--- src/rtl/wb_stage.sv ---
// wb_stage: final pipeline stage. Commits register-file writes, hosts CP0, and takes exceptions and ERET.
// Optional macro WS_CP0_TIMER_EN enables Count/Compare and the timer interrupt (TI).
`ifndef MS_TO_WS_BUS_WD
`define MS_TO_WS_BUS_WD 91
`endif
`ifndef WS_FWD_BUS_WD
`define WS_FWD_BUS_WD 41
`endif

module wb_stage #(
  parameter logic [31:0] EX_ENTRY     = 32'hbfc00380,
  parameter int          CNT_DIV_LOG2 = 1
) (
  input  logic                         clk,
  input  logic                         resetn,
  output logic                         ws_allowin,
  input  logic                         ms_to_ws_valid,
  input  logic [`MS_TO_WS_BUS_WD-1:0]  ms_to_ws_bus,
  input  logic [5:0]                   ext_int,
  output logic [3:0]                   rf_we,
  output logic [4:0]                   rf_waddr,
  output logic [31:0]                  rf_wdata,
  output logic [`WS_FWD_BUS_WD-1:0]    ws_fwd_bus,
  output logic                         flush,
  output logic [31:0]                  flush_pc,
  output logic                         has_int,
  output logic [31:0]                  debug_wb_pc,
  output logic [3:0]                   debug_wb_rf_wen,
  output logic [4:0]                   debug_wb_rf_wnum,
  output logic [31:0]                  debug_wb_rf_wdata
);

  localparam logic [7:0] A_BADV    = {5'd8,  3'd0};
  localparam logic [7:0] A_COUNT   = {5'd9,  3'd0};
  localparam logic [7:0] A_COMPARE = {5'd11, 3'd0};
  localparam logic [7:0] A_STATUS  = {5'd12, 3'd0};
  localparam logic [7:0] A_CAUSE   = {5'd13, 3'd0};
  localparam logic [7:0] A_EPC     = {5'd14, 3'd0};

  logic                        ws_valid_q;
  logic [`MS_TO_WS_BUS_WD-1:0] bus_q;
  logic                        ready_go;

  logic        eret, mtc0, mfc0, ex, bd;
  logic [4:0]  cp0_rd, excode, dest;
  logic [2:0]  cp0_sel;
  logic [3:0]  bus_we;
  logic [31:0] result, pc;

  assign ready_go   = 1'b1;
  assign ws_allowin = !ws_valid_q || ready_go;

  always_ff @(posedge clk or negedge resetn) begin
    if (!resetn)         ws_valid_q <= 1'b0;
    else if (ws_allowin) ws_valid_q <= ms_to_ws_valid;
  end

  // Payload is qualified by ws_valid_q, so it needs no reset.
  always_ff @(posedge clk) begin
    if (ms_to_ws_valid && ws_allowin) bus_q <= ms_to_ws_bus;
  end

  assign {eret, mtc0, mfc0, cp0_rd, cp0_sel, bd, ex, excode, bus_we, dest, result, pc} = bus_q;

  logic [7:0]  cp0_addr;
  logic        cp0_wen;
  logic [31:0] epc_q, badv_q;
  logic [7:0]  im_q;
  logic        exl_q, ie_q, bd_q;
  logic [4:0]  exc_q;
  logic [5:0]  ip_hw_q;
  logic [1:0]  ip_sw_q;
  logic [31:0] count_rd, compare_rd, status_rd, cause_rd, cp0_rdata, final_result;
  logic        ti;

  assign cp0_addr = {cp0_rd, cp0_sel};
  assign cp0_wen  = ws_valid_q && mtc0 && !ex;

  always_ff @(posedge clk or negedge resetn) begin
    if (!resetn) begin
      epc_q   <= '0;
      badv_q  <= '0;
      im_q    <= '0;
      exl_q   <= 1'b0;
      ie_q    <= 1'b0;
      bd_q    <= 1'b0;
      exc_q   <= '0;
      ip_hw_q <= '0;
      ip_sw_q <= '0;
    end else begin
      ip_hw_q <= ext_int;
      if (ws_valid_q && ex) begin
        exl_q <= 1'b1;
        exc_q <= excode;
        // A nested exception keeps the original return context.
        if (!exl_q) begin
          bd_q  <= bd;
          epc_q <= bd ? pc - 32'd4 : pc;
        end
        if (excode == 5'd4 || excode == 5'd5) badv_q <= result;
      end else if (ws_valid_q && eret) begin
        exl_q <= 1'b0;
      end else if (cp0_wen) begin
        case (cp0_addr)
          A_STATUS: begin
            im_q  <= result[15:8];
            exl_q <= result[1];
            ie_q  <= result[0];
          end
          A_CAUSE: ip_sw_q <= result[9:8];
          A_EPC:   epc_q   <= result;
          default: ;
        endcase
      end
    end
  end

`ifdef WS_CP0_TIMER_EN
  localparam int            DW      = CNT_DIV_LOG2 + 1;
  localparam logic [DW-1:0] DIV_MAX = DW'((1 << CNT_DIV_LOG2) - 1);

  logic [DW-1:0] div_q;
  logic [31:0]   count_q, compare_q;
  logic          ti_q, tick, wr_count, wr_compare;

  assign tick       = (div_q == DIV_MAX);
  assign wr_count   = cp0_wen && (cp0_addr == A_COUNT);
  assign wr_compare = cp0_wen && (cp0_addr == A_COMPARE);

  always_ff @(posedge clk or negedge resetn) begin
    if (!resetn) begin
      div_q     <= '0;
      count_q   <= '0;
      compare_q <= '0;
      ti_q      <= 1'b0;
    end else begin
      div_q <= tick ? '0 : div_q + DW'(1);
      if (wr_count)  count_q <= result;
      else if (tick) count_q <= count_q + 32'd1;
      if (wr_compare) compare_q <= result;
      // A Compare write wins over a match seen in the same cycle.
      if (wr_compare)                  ti_q <= 1'b0;
      else if (count_q == compare_q)   ti_q <= 1'b1;
    end
  end

  assign count_rd   = count_q;
  assign compare_rd = compare_q;
  assign ti         = ti_q;
`else
  logic unused_div_cfg;
  assign unused_div_cfg = (CNT_DIV_LOG2 >= 0);
  assign count_rd       = '0;
  assign compare_rd     = '0;
  assign ti             = 1'b0;
`endif

  assign status_rd = {9'b0, 1'b1, 6'b0, im_q, 6'b0, exl_q, ie_q};
  assign cause_rd  = {bd_q, ti, 14'b0, ip_hw_q[5] | ti, ip_hw_q[4:0], ip_sw_q, 1'b0, exc_q, 2'b0};

  always_comb begin
    cp0_rdata = '0;
    case (cp0_addr)
      A_BADV:    cp0_rdata = badv_q;
      A_COUNT:   cp0_rdata = count_rd;
      A_COMPARE: cp0_rdata = compare_rd;
      A_STATUS:  cp0_rdata = status_rd;
      A_CAUSE:   cp0_rdata = cause_rd;
      A_EPC:     cp0_rdata = epc_q;
      default:   cp0_rdata = '0;
    endcase
  end

  assign final_result = mfc0 ? cp0_rdata : result;
  assign rf_we        = {4{ws_valid_q && !ex}} & bus_we;
  assign rf_waddr     = dest;
  assign rf_wdata     = final_result;
  assign ws_fwd_bus   = {rf_we, dest, final_result};

  assign flush    = ws_valid_q && (ex || eret);
  assign flush_pc = ex ? EX_ENTRY : epc_q;
  assign has_int  = ie_q && !exl_q && |(cause_rd[15:8] & im_q);

  assign debug_wb_pc       = pc;
  assign debug_wb_rf_wen   = rf_we;
  assign debug_wb_rf_wnum  = rf_waddr;
  assign debug_wb_rf_wdata = rf_wdata;

endmodule

--- config.mk ---
export PLATFORM = sky130hd
export DESIGN_NAME = wb_stage
export DESIGN_NICKNAME = d
export VERILOG_FILES = /design/src/rtl/wb_stage.sv
export SDC_FILE = /design/constraint.sdc
export NUM_CORES = 1
export LEC_CHECK = 0
export ABC_AREA = 1
export BUFFER_PORTS_ARGS = -buffer_cell sky130_fd_sc_hd__buf_4
export CAP_MARGIN = 20
export CORE_MARGIN = 4
export CORE_UTILIZATION = 45
export CTS_BUF_LIST = sky130_fd_sc_hd__clkbuf_16
export CTS_CLUSTER_SIZE = 40
export DETAILED_ROUTE_END_ITERATION = 10
export GPL_TIMING_DRIVEN = 0
export PLACE_DENSITY = 0.74
export SLEW_MARGIN = 30
export SYNTH_ARGS = -nofsm -noshare
export SYNTH_HDL_FRONTEND = slang
export SYNTH_SLANG_ARGS = --single-unit
--- constraint.sdc ---
create_clock -name clk -period 1.8 [get_ports clk]
set_input_delay 0.36 -clock clk [delete_from_list [all_inputs] [get_ports clk]]
set_output_delay 0.36 -clock clk [all_outputs]
set_load 0.01 [all_outputs]
# Word-level counts from Yosys, hierarchy flattened
# Cells that the tools add are included.
[classes]
muxes = 13
add_sub_neg = 1
eq_ne = 8
bitwise = 5
n_reduce_logical = 23
[ops]
columns = ["cell", "count"]
rows = [
  ["two-way mux 32 bit", 8],
  ["one-hot mux 32 bit (4 select lines)", 1],
  ["== test 8 x 7 -> 1 bit (second input constant)", 4],
  ["subtractor 32 x 3 -> 32 bit (second input constant)", 1],
  ["AND reduction 4 bit", 3],
  ["== test 5 x 3 -> 1 bit (second input constant)", 2],
  ["bitwise AND 8 bit", 1],
  ["logical AND 1 bit", 8],
  ["OR reduction 8 bit", 1],
  ["AND reduction 2 bit", 3],
  ["nonzero test 3 bit", 2],
  ["bitwise AND 4 bit", 1],
  ["two-way mux 1 bit", 4],
  ["inequality test 2 bit (second input constant)", 2],
  ["nonzero test 2 bit", 2],
  ["NOT 1 bit", 3],
  ["logical NOT 1 bit", 2],
  ["logical OR 1 bit", 2],
]
[totals]
inputBits = 100
ff_bits = 180
elab_cells = 61
out_inout_bits = 190

# Logic depth before layout (Yosys ltp)
# Gate-level depths: netlist (run 1).
[depth]
word_depth = 5
ltp_mapped = 13
mapped_depth_nobuf = 13

# Worst setup path after synthesis (run 1)
# OpenSTA, ideal clock, no wires.
[synth_timing]
path_type = "register to output"
start = "reg bus_q[82]"
end = "out rf_wdata[31]"
required_ps = 1440
path_stages_with_launch = 9
arrival_ps = 1772
setup_slack_ps = -332
path_cell_list = "edfxtp_1 -> or2_1 -> nor2_4 -> nand2_1 -> buf_2 -> o21ai_0 -> a21oi_1 -> o21ai_0 -> buf_4"
[synth_between]
elab_chain_len = 3
word_cells_on_any_way = 6
cone_classes = "4 x eq/ne; 2 x mux"
[synth_rtl]
columns = ["element", "line_no", "rtl"]
rows = [
  ["from (decl)", "41", "logic [`MS_TO_WS_BUS_WD-1:0] bus_q;"],
  ["from (signal assigned)", "60", "if (ms_to_ws_valid && ws_allowin) bus_q <= ms_to_ws_bus;"],
  ["== test 8 x 7 -> 1 bit", "163", "case (cp0_addr)"],
  ["one-hot mux 32 bit (4 select lines) *", "163", ""],
  ["two-way mux 32 bit *", "174", "assign final_result = mfc0 ? cp0_rdata : result;"],
  ["to (decl)", "22", "output logic [31:0] rf_wdata,"],
]
# Every way passes the cells marked *; elsewhere a longest branch is shown, timed or not.

# Worst setup path in the final report (run 1)
[layout_timing]
start = "reg bus_q[83]"
end = "reg epc_q[17]"
[layout_between]
elab_chain_len = 3
[layout_rtl]
columns = ["element", "line_no", "rtl"]
rows = [
  ["== test 8 x 7 -> 1 bit", "104", "case (cp0_addr)"],
  ["nonzero test 2 bit (no source line)", "--", ""],
  ["AND reduction 4 bit (no source line)", "--", ""],
  ["to (signal assigned)", "98", "epc_q <= bd ? pc - 32'd4 : pc;"],
  ["to (signal assigned)", "111", "A_EPC: epc_q <= result;"],
  ["to (decl)", "67", "logic [31:0] epc_q, badv_q;"],
]
# Every way passes these cells.
# A chain may end at the register's enable or synchronous reset.

==> flow_metrics.tcl, run 1 <==
set metrics [dict create \
    synthCells 1116 \
    drt_first_pass_iters 5 \
    die_h_um 153.3 \
    ctsHtreeMaxLevel 4 \
    clock_sinks 180 \
    port_buffers 288 \
    rr_worst_depth 21 \
    r2r-end "epc_q[17]" \
    tns_ns -115.45 \
    worstSetupEndpointType "register" \
    status "complete, but fails checks" \
    setup_viol 182 \
    cp_max_fo 4 \
    syn_avg_cell_area_um2 8.516 \
    violations "negative setup slack" \
    gp_congestion 0.8969 \
    die_w_um 153.3 \
    powerDensity_mw_per_mm2 860.0 \
    core_mm2 0.02049 \
    drt_wl_total_um 34020 \
    cts_buffers 17 \
    yosys.cell_types.count 42 \
    drv_cap 0 \
    p_leak_nw 6.911 \
    area_delta_synth_final_pct 52.73 \
    grt_max_degree 93 \
    tightest_slew_ns 0.9028 \
    hold_buffers 0 \
    fin_crit_ns 2.772 \
    cp.depth 21 \
    wl_met3_um 3366 \
    drt_iter0_markers 1070 \
    wl_met2_um 16760 \
    path_cells "or2_1 > nor2_4 > buf_4 > buf_6 > buf_6 > buf_6 > buf_6 > buf_6 > buf_6 > buf_6 > buf_6 > buf_6 > buf_6 > nand3_2 > nand2_2 > nand2_4 > buf_4 > buf_4 > a21oi_2 > nand2_1 > nand2_1" \
    critPathKind "reg -> reg" \
    diodes 0 \
    grt_pass1_wl_um 46840 \
    via_count 9316 \
    critPathRequiredTime_ns 2.17 \
    cts-root-buf "clkbuf_16" \
    rsz0062_at_grt "true" \
    grt_pass1_vias 8330 \
    maxSlewViolCount 0 \
    critPathArrivalTime_ns 3.14 \
    grt-ovfl-total 0 \
    hold_path_class "in -> async" \
    slowest_stage "edfxtp_1" \
    final_cell_area_mm2 0.01452 \
    start_kind "register" \
    layout_setup_ws_ns -0.9718 \
    dieArea_mm2 0.02351 \
    synthArstFlopShare_pct 49.44 \
    pre_cts_ws_ns -0.9775 \
    mostFrequentLayoutCell "buf_4" \
    antenna_found_initial 0 \
    crit_top_cell "buf_6" \
    critical_path.top_delay_family "buffers and inverters" \
    syn_nets 1217 \
    num_rows 52 \
    cts_tree "yes" \
    cts_buffer_depth 2 \
    max_freq_ghz 0.3608 \
    fin_crit_sh_pct 154.0 \
    hold_viol 0 \
    viasPerCell 5.296 \
    layout_common_cells "buf_4, nand2_1, inv_1" \
    rrSetupSlack_ns -0.97 \
    ant_nets 0 \
    clock_latency_ns 0.43 \
    start_util_pct 46.37 \
    drc 0 \
    skew_ns 0.01314 \
    placed_area_mm2 0.01214 \
    wl_per_cell_um 19.34 \
    synth-seq-area-share_pct 52.19 \
    slew_headroom_pct 39.81 \
    ys_ff_latch 180 \
    clk_pin_slew_ns 0.07 \
    r2r_start "bus_q[83]" \
    top_layer "met4" \
    crit_buf_inv 13 \
    wl_met1_um 12540 \
    ir_worst_vdd_mv 0.7064 \
    synthesis.area_mm2 0.009504 \
    crit_path_max_incr_delay_ns 0.42 \
    io_pins 290 \
    grt_usage_pct 25.04 \
    layout-drive-gt1-share_pct 45.74 \
    synth_flop_cell "edfxtp_1" \
    synth_warnings 0 \
    synth-edff-count 91 \
    place.detailed.hpwl_um 21900 \
    p_total_w 0.01248 \
    nets 1578 \
]
## stage by stage
| stage | utilization (%) | cells | hold slack, ns |
|---|---|---|---|
| 2_1_floorplan | - | 1116 | 0.06441 |
| 3_3_place_gp | 59.19 | 1674 | 0.4345 |
| 3_5_place_dp | 59.23 | 1674 | 0.4439 |
| 4_1_cts | 64.68 | 1726 | 0.02327 |
| 5_1_grt | 70.82 | 1759 | 0.02022 |
| 6_report | 70.82 | 1759 | 0.006026 |
## Yosys cell counts (all sizes together) (2+ instances only)
cell | number | area (µm²)
o21ai | 103 | 515.5
nor2 | 109 | 424.2
nand4 | 17 | 106.4
edfxtp | 91 | 2733
a21boi | 4 | 45.04
o211ai | 4 | 30.03
nand2 | 257 | 979.7
nor4 | 2 | 27.53
o22ai | 26 | 162.7
a31oi | 2 | 12.51
inv | 153 | 574.3
or2 | 3 | 18.77
clkinv | 3 | 12.51
nand3 | 40 | 200.2
clkbuf | 19 | 71.32
o221ai | 2 | 17.52
buf | 137 | 1015
o31ai | 3 | 32.53
a21oi | 39 | 195.2
o21a | 2 | 15.01
nor3 | 5 | 41.29
dfrtp | 89 | 2227
## repair_timing
item | CTS | global route
pin swaps | 18 | 37
buffers inserted | 20 | 23
endpoints found under the setup margin | 207 | 213
cloned | 1 | 10
resized for setup | 100 | 254
## worst max path at each step
stage | startpoint | endpoint | slack [ns]
2_1_floorplan | bus_q[82] | rf_wdata[0] | -0.20
3_3_place_gp | bus_q[80] | rf_wdata[8] | -0.86
3_5_place_dp | bus_q[80] | rf_wdata[8] | -0.98
4_1_cts | bus_q[83] | rf_wdata[14] | -0.89
5_1_grt | bus_q[83] | epc_q[28] | -1.06
6_report | bus_q[83] | epc_q[17] | -0.97
## kinds of logic after synthesis
family,count (synthesis),share of synthesized area [%]
compound gates,188,11.05
flops,180,52.19
buf+inv,312,17.60
other cells,1,0.03946
fa+ha+maj,1,0.1316
simple gates,434,19.00
## metal layers
layer	up-vias	track usage (%)
met5	-	0
met4	0	5.845
met3	111	4.665
met2	627	42.19
met1	4364	33.84
li1	4214	-
## registers in the layout (all words and copies together), names as in the netlist, 2 cells and up
| name | flops |
|---|---|
| bus_q | 91 |
| badv_q | 32 |
| epc_q | 32 |
| im_q | 8 |
| ip_hw_q | 6 |
| exc_q | 5 |
| ip_sw_q | 2 |
## where the power goes
group | total [W] | switching (W) | internal (W)
Clock | 0.00375 | 0.00163 | 0.00212
Sequential | 0.00535 | 0.000388 | 0.00497
Combinational | 0.00338 | 0.00179 | 0.00159
Total | 0.0125 | 0.00381 | 0.00867
## final cells by class
type                    instances  area, µm²
multi-input cells             625       3621
flip-flops and latches        180       4961
repair buffers                341       3048
clock inverters                13      132.6
fillers                      1415       5979
well taps                     270      337.8
clock buffers                  18      450.4
plain buffers                 156       1330
inverters                     156      634.4
Power figures use the tool's default switching activity.
==> run 2, diff against run 1 <==
Settings changed: PLACE_DENSITY 0.74 to 0.81.
Clock period 1.8 ns to 2.8 ns, I/O delays scaled along.
==> flow_metrics.tcl, run 2 (synthesized netlist as in run 1, its figures left out) <==
set metrics [dict create \
    violations "negative setup slack" \
    wl_per_cell_um 18.09 \
    viasPerCell 5.254 \
    core_mm2 0.02049 \
    grt_pass1_vias 8800 \
    dpl.cell_count 1674 \
    top_layer "met5" \
    grt_usage_pct 25.05 \
    largest_reg_flops 91 \
    ir_worst_vdd_mv 0.4343 \
    cp-startpoint "bus_q[85]" \
    maxSlewViolCount 0 \
    clock_latency_ns 0.44 \
    drc 0 \
    mostFrequentLayoutCell "buf_4" \
    layout-drive-gt1-share_pct 39.19 \
    grt_max_degree 93 \
    port_buffers 288 \
    powerDensity_mw_per_mm2 579.0 \
    worstSetupEndpointType "output pin" \
    gp_congestion 0.8991 \
    critPathKind "reg -> out" \
    drv_cap 0 \
    cts_buffer_depth 2 \
    layout_setup_ws_ns -0.1062 \
    slew_headroom_pct 40.83 \
    regMostFlops "bus_q" \
    cp_max_fo 6 \
    via_count 9074 \
    hold_viol 0 \
    setup_viol 57 \
    hold_slack_ns 0.1791 \
    max_freq_ghz 0.3441 \
    start_kind "register" \
    diodes 0 \
    fin_crit_ns 2.906 \
    r2r_start "bus_q[2]" \
    cts-root-buf "clkbuf_16" \
    place.detailed.hpwl_um 21700 \
    clock_sinks 180 \
    reg_top3 "bus_q: 91 flops, badv_q: 32 flops, epc_q: 32 flops" \
    final_cells 1727 \
    io_pins 290 \
    tightest_slew_ns 0.8875 \
    die_h_um 153.3 \
    wl_met2_um 15470 \
    clk_pin_slew_ns 0.07 \
    cts_buffers 17 \
    start_util_pct 46.37 \
    dieArea_mm2 0.02351 \
    area_delta_synth_final_pct 41.93 \
    wl_met1_um 11380 \
    antenna_found_initial 1 \
    hold_buffers 0 \
    drt_wl_total_um 31250 \
    skew_ns 0.01149 \
    p_leak_nw 6.525 \
    cts_tree "yes" \
    ctsHtreeMaxLevel 4 \
    wl_met3_um 3245 \
    fin_crit_sh_pct 103.8 \
    layout_common_cells "buf_4, nand2_1, inv_1" \
    critPathRequiredTime_ns 2.24 \
    status "complete, but fails checks" \
    rsz0062_at_grt "true" \
    grt-ovfl-total 0 \
    hold_path_class "in -> async" \
    ant_nets 0 \
    grt_pass1_wl_um 46380 \
    drt_first_pass_iters 5 \
    num_rows 52 \
    critPathArrivalTime_ns 2.35 \
    nets 1545 \
    drt_iter0_markers 903 \
    p_total_w 0.007810 \
    die_w_um 153.3 \
]
## run 2: final timing paths
path | cells past startpoint | slack, ns | end
setup / recovery | 10 | -0.11 | ws_fwd_bus[4]
hold / removal | 1 | 0.18 | badv_q[26]
setup reg to reg | 10 | 0.78 | epc_q[26]
hold reg to reg | 2 | 0.46 | exc_q[0]
max in group asynchronous | 1 | 2.03 | ws_valid_q
min in group clk | 1 | 0.23 | ip_hw_q[0]
## run 2: final cells by class
type                    count  area [µm²]
clock inverters            14       167.7
flip-flops and latches    180        4960
inverters                 156       596.8
fillers                  1596        7005
repair buffers            308        2525
well taps                 270       337.8
multi-input cells         625        3256
clock buffers              18       450.4
plain buffers             156        1196
## run 2: where the power goes
part	internal, W	switching, W	total (W)	leakage (nW)
combinational	0.000848	0.000995	0.00184	4.21
clock	0.00147	0.00107	0.00254	0.305
sequential	0.00319	0.000237	0.00343	2.01
## run 2: per-stage QoR
stage | TNS, ns | area [µm²] | setup slack, ns | util (%)
final | -1.900 | 13490 | -0.1062 | 65.82
after global routing | -8.571 | 13490 | -0.1765 | 65.82
after floorplan | 0 | 9504 | 0.4680 | -
after detailed placement | -0.7025 | 12010 | -0.1707 | 58.61
after global placement | -0.3967 | 12000 | -0.09715 | 58.57
after CTS | -2.506 | 12960 | -0.08278 | 63.25
## run 2: critical path: stages (launching register included)
cell,delay (ns)
edfxtp_1,0.44
buf_4,0.17
nor3_4,0.32
nand2_8,0.16
clkinvlp_4,0.16
nand2_1,0.07
o211ai_1,0.09
nand2_1,0.13
o21ai_4,0.13
buf_6,0.13
buf_6,0.09
## run 2: metal layers
metal  up-vias  global-route usage (%)
li1       4155                       -
met1      4280                   30.08
met2       550                   42.51
met3        87                   7.040
met4         2                   10.34
met5         -                       0
## run 2: what timing repair did
item,CTS,global route
pin swaps,10,24
endpoints found under the hold margin,0,0
cloned,2,2
buffers inserted,13,4
gates resized for setup,82,121
setup endpoints to repair,96,96
==> run 3, diff against run 2 <==
--- a/constraint.sdc
+++ b/constraint.sdc
@@ -3,2 +3,2 @@
 set_output_delay 0.56 -clock clk [all_outputs]
-set_load 0.01 [all_outputs]
+set_load 0.02 [all_outputs]
==> flow_metrics.tcl, run 3 (synthesized netlist as in run 1, its figures left out) <==
set metrics [dict create \
    status "complete, but fails checks" \
    violations "negative setup slack" \
    cp.depth 11 \
    powerDensity_mw_per_mm2 596.5 \
    grt_pass1_wl_um 46540 \
    cp_max_fo 6 \
    die_w_um 153.3 \
    fill_cells 1612 \
    start_kind "register" \
    hold_viol 0 \
    drc 0 \
    port_buffers 288 \
    endpoint "rf_wdata[30]" \
    clock_sinks 180 \
    drt_first_pass_iters 7 \
    ctsHtreeMaxLevel 4 \
    critPathRequiredTime_ns 2.24 \
    top_usage_layer "met2" \
    io_pins 290 \
    num_rows 52 \
    area_delta_synth_final_pct 41.05 \
    critical_path.top_delay_family "buffers and inverters" \
    ff_latch_area_mm2 0.004960 \
    rr_worst_depth 7 \
    cts_buffers 17 \
    crit_path_max_incr_delay_ns 0.41 \
    viasPerCell 5.231 \
    reg_top3 "bus_q: 91 flops, badv_q: 32 flops, epc_q: 32 flops" \
    slowest_stage "edfxtp_1" \
    p_leak_nw 6.506 \
    largest_reg_flops 91 \
    drv_cap 0 \
    rrSetupSlack_ns 0.76 \
    cp-startpoint "bus_q[82]" \
    layout_common_cells "buf_4, nand2_1, inv_1" \
    mostFrequentLayoutCell "buf_4" \
    gp_congestion 0.8991 \
    cts_tree "yes" \
    r2r_start "bus_q[78]" \
    fin_crit_ns 2.901 \
    grt-ovfl-total 0 \
    cts_buffer_depth 2 \
    maxSlewViolCount 0 \
    layout_setup_ws_ns -0.1008 \
    hold_buffers 0 \
    crit_top_cell "buf_6" \
    nets 1547 \
    cts-root-buf "clkbuf_16" \
    wl_per_cell_um 17.99 \
    fin_util_pct 65.41 \
    clock_latency_ns 0.45 \
    crit_buf_inv 5 \
    critPathKind "reg -> out" \
    multiInputGateArea_mm2 0.003151 \
    fin_crit_sh_pct 103.6 \
    die_h_um 153.3 \
    layout-drive-gt1-share_pct 38.45 \
    diodes 0 \
    regMostFlops "bus_q" \
    max_freq_ghz 0.3447 \
    place.detailed.hpwl_um 21700 \
    ir_worst_vdd_mv 0.4624 \
    grt_pass1_vias 8811 \
    start_util_pct 46.37 \
    path_cells "or2_4 > nor2_4 > buf_6 > nand2_4 > buf_12 > clkbuf_16 > o22ai_2 > nand2_1 > o21ai_4 > buf_6 > buf_6" \
    drt_iter0_markers 936 \
    r2r-end "badv_q[22]" \
    gr-usage-met2_pct 42.59 \
    tns_ns -3.693 \
    skew_ns 0.01403 \
    antenna_found_initial 1 \
    core_mm2 0.02049 \
    grt_max_degree 93 \
    grt_use_met1_pct 30.82 \
    via_count 9044 \
    critPathArrivalTime_ns 2.34 \
    ant_nets 0 \
    tightest_slew_ns 0.8944 \
    drt_wl_total_um 31110 \
    rsz0062_at_grt "true" \
    clk_pin_slew_ns 0.08 \
    dieArea_mm2 0.02351 \
    grt_usage_pct 25.06 \
    setup_viol 62 \
    hold_path_class "in -> async" \
    slew_headroom_pct 40.37 \
    grtUsageMet3_pct 6.277 \
    worstSetupEndpointType "output pin" \
]
-- run 3: metrics by stage --
| stage | worst slack, ns | hold slack (ns) | cells | instance area (µm²) | power [W] |
|---|---|---|---|---|---|
| final | -0.1008 | 0.1804 | 1729 | 13410 | 0.007996 |
| after global routing | -0.1778 | 0.2090 | 1729 | 13410 | 0.008314 |
| after CTS | -0.06878 | 0.2161 | 1717 | 13100 | 0.007940 |
| after detailed placement | -0.1907 | 0.4463 | 1674 | 12010 | 0.005325 |
| after global placement | -0.1177 | 0.4386 | 1674 | 12000 | 0.005266 |
| after floorplan | 0.2077 | 0.2644 | 1116 | 9504 | 0.004491 |
-- run 3: worst register-to-register path, stage by stage (launching register included) --
cell and delay, ns:
edfxtp_1 0.34, buf_4 0.15, nand2_2 0.08, inv_2 0.15, nand2_2 0.10, nor4_4 0.44
clkbuf_1 0.48, o21ai_0 0.16
-- run 3: layout make-up --
type / instances / share of cell area (%)
Clock buffer: 18 / 3.360
Multi-Input combinational cell: 624 / 23.50
Sequential cell: 180 / 37.00
Buffer: 156 / 8.708
Inverter: 156 / 4.471
Timing Repair Buffer: 311 / 19.19
Clock inverter: 14 / 1.251
Tap cell: 270 / 2.520
-- run 3: timing repair --
action,4_1_cts,5_1_grt
pin swaps,21,18
resized for setup,139,54
buffers inserted,10,10
cloned,1,2
setup endpoints to repair,96,95
-- run 3: how the worst min path moves through the flow --
stage                     cells past startpoint  slack [ns]          to  startpoint
after floorplan                               0        0.26   badv_q[0]      resetn
after global placement                        2        0.44    exc_q[0]   bus_q[73]
after detailed placement                      2        0.45    exc_q[0]   bus_q[73]
after CTS                                     1        0.22  badv_q[26]      resetn
after global routing                          1        0.21  ip_hw_q[0]  ext_int[0]
final                                         1        0.18  badv_q[26]      resetn
-- run 3: report_power, final --
group / switching, W / leakage [nW] / internal [W]
combinational: 0.00117 / 4.19 / 0.000857
sequential: 0.000236 / 2.01 / 0.00319
clock: 0.00107 / 0.305 / 0.00147
total: 0.00248 / 6.51 / 0.00551
-- run 3: per-layer routing --
metal | part of all wire (%) | routed length, µm
met5 | 0.042 | 13
met4 | 3.2 | 994
met3 | 10 | 3123
met2 | 50 | 15410
met1 | 37 | 11570
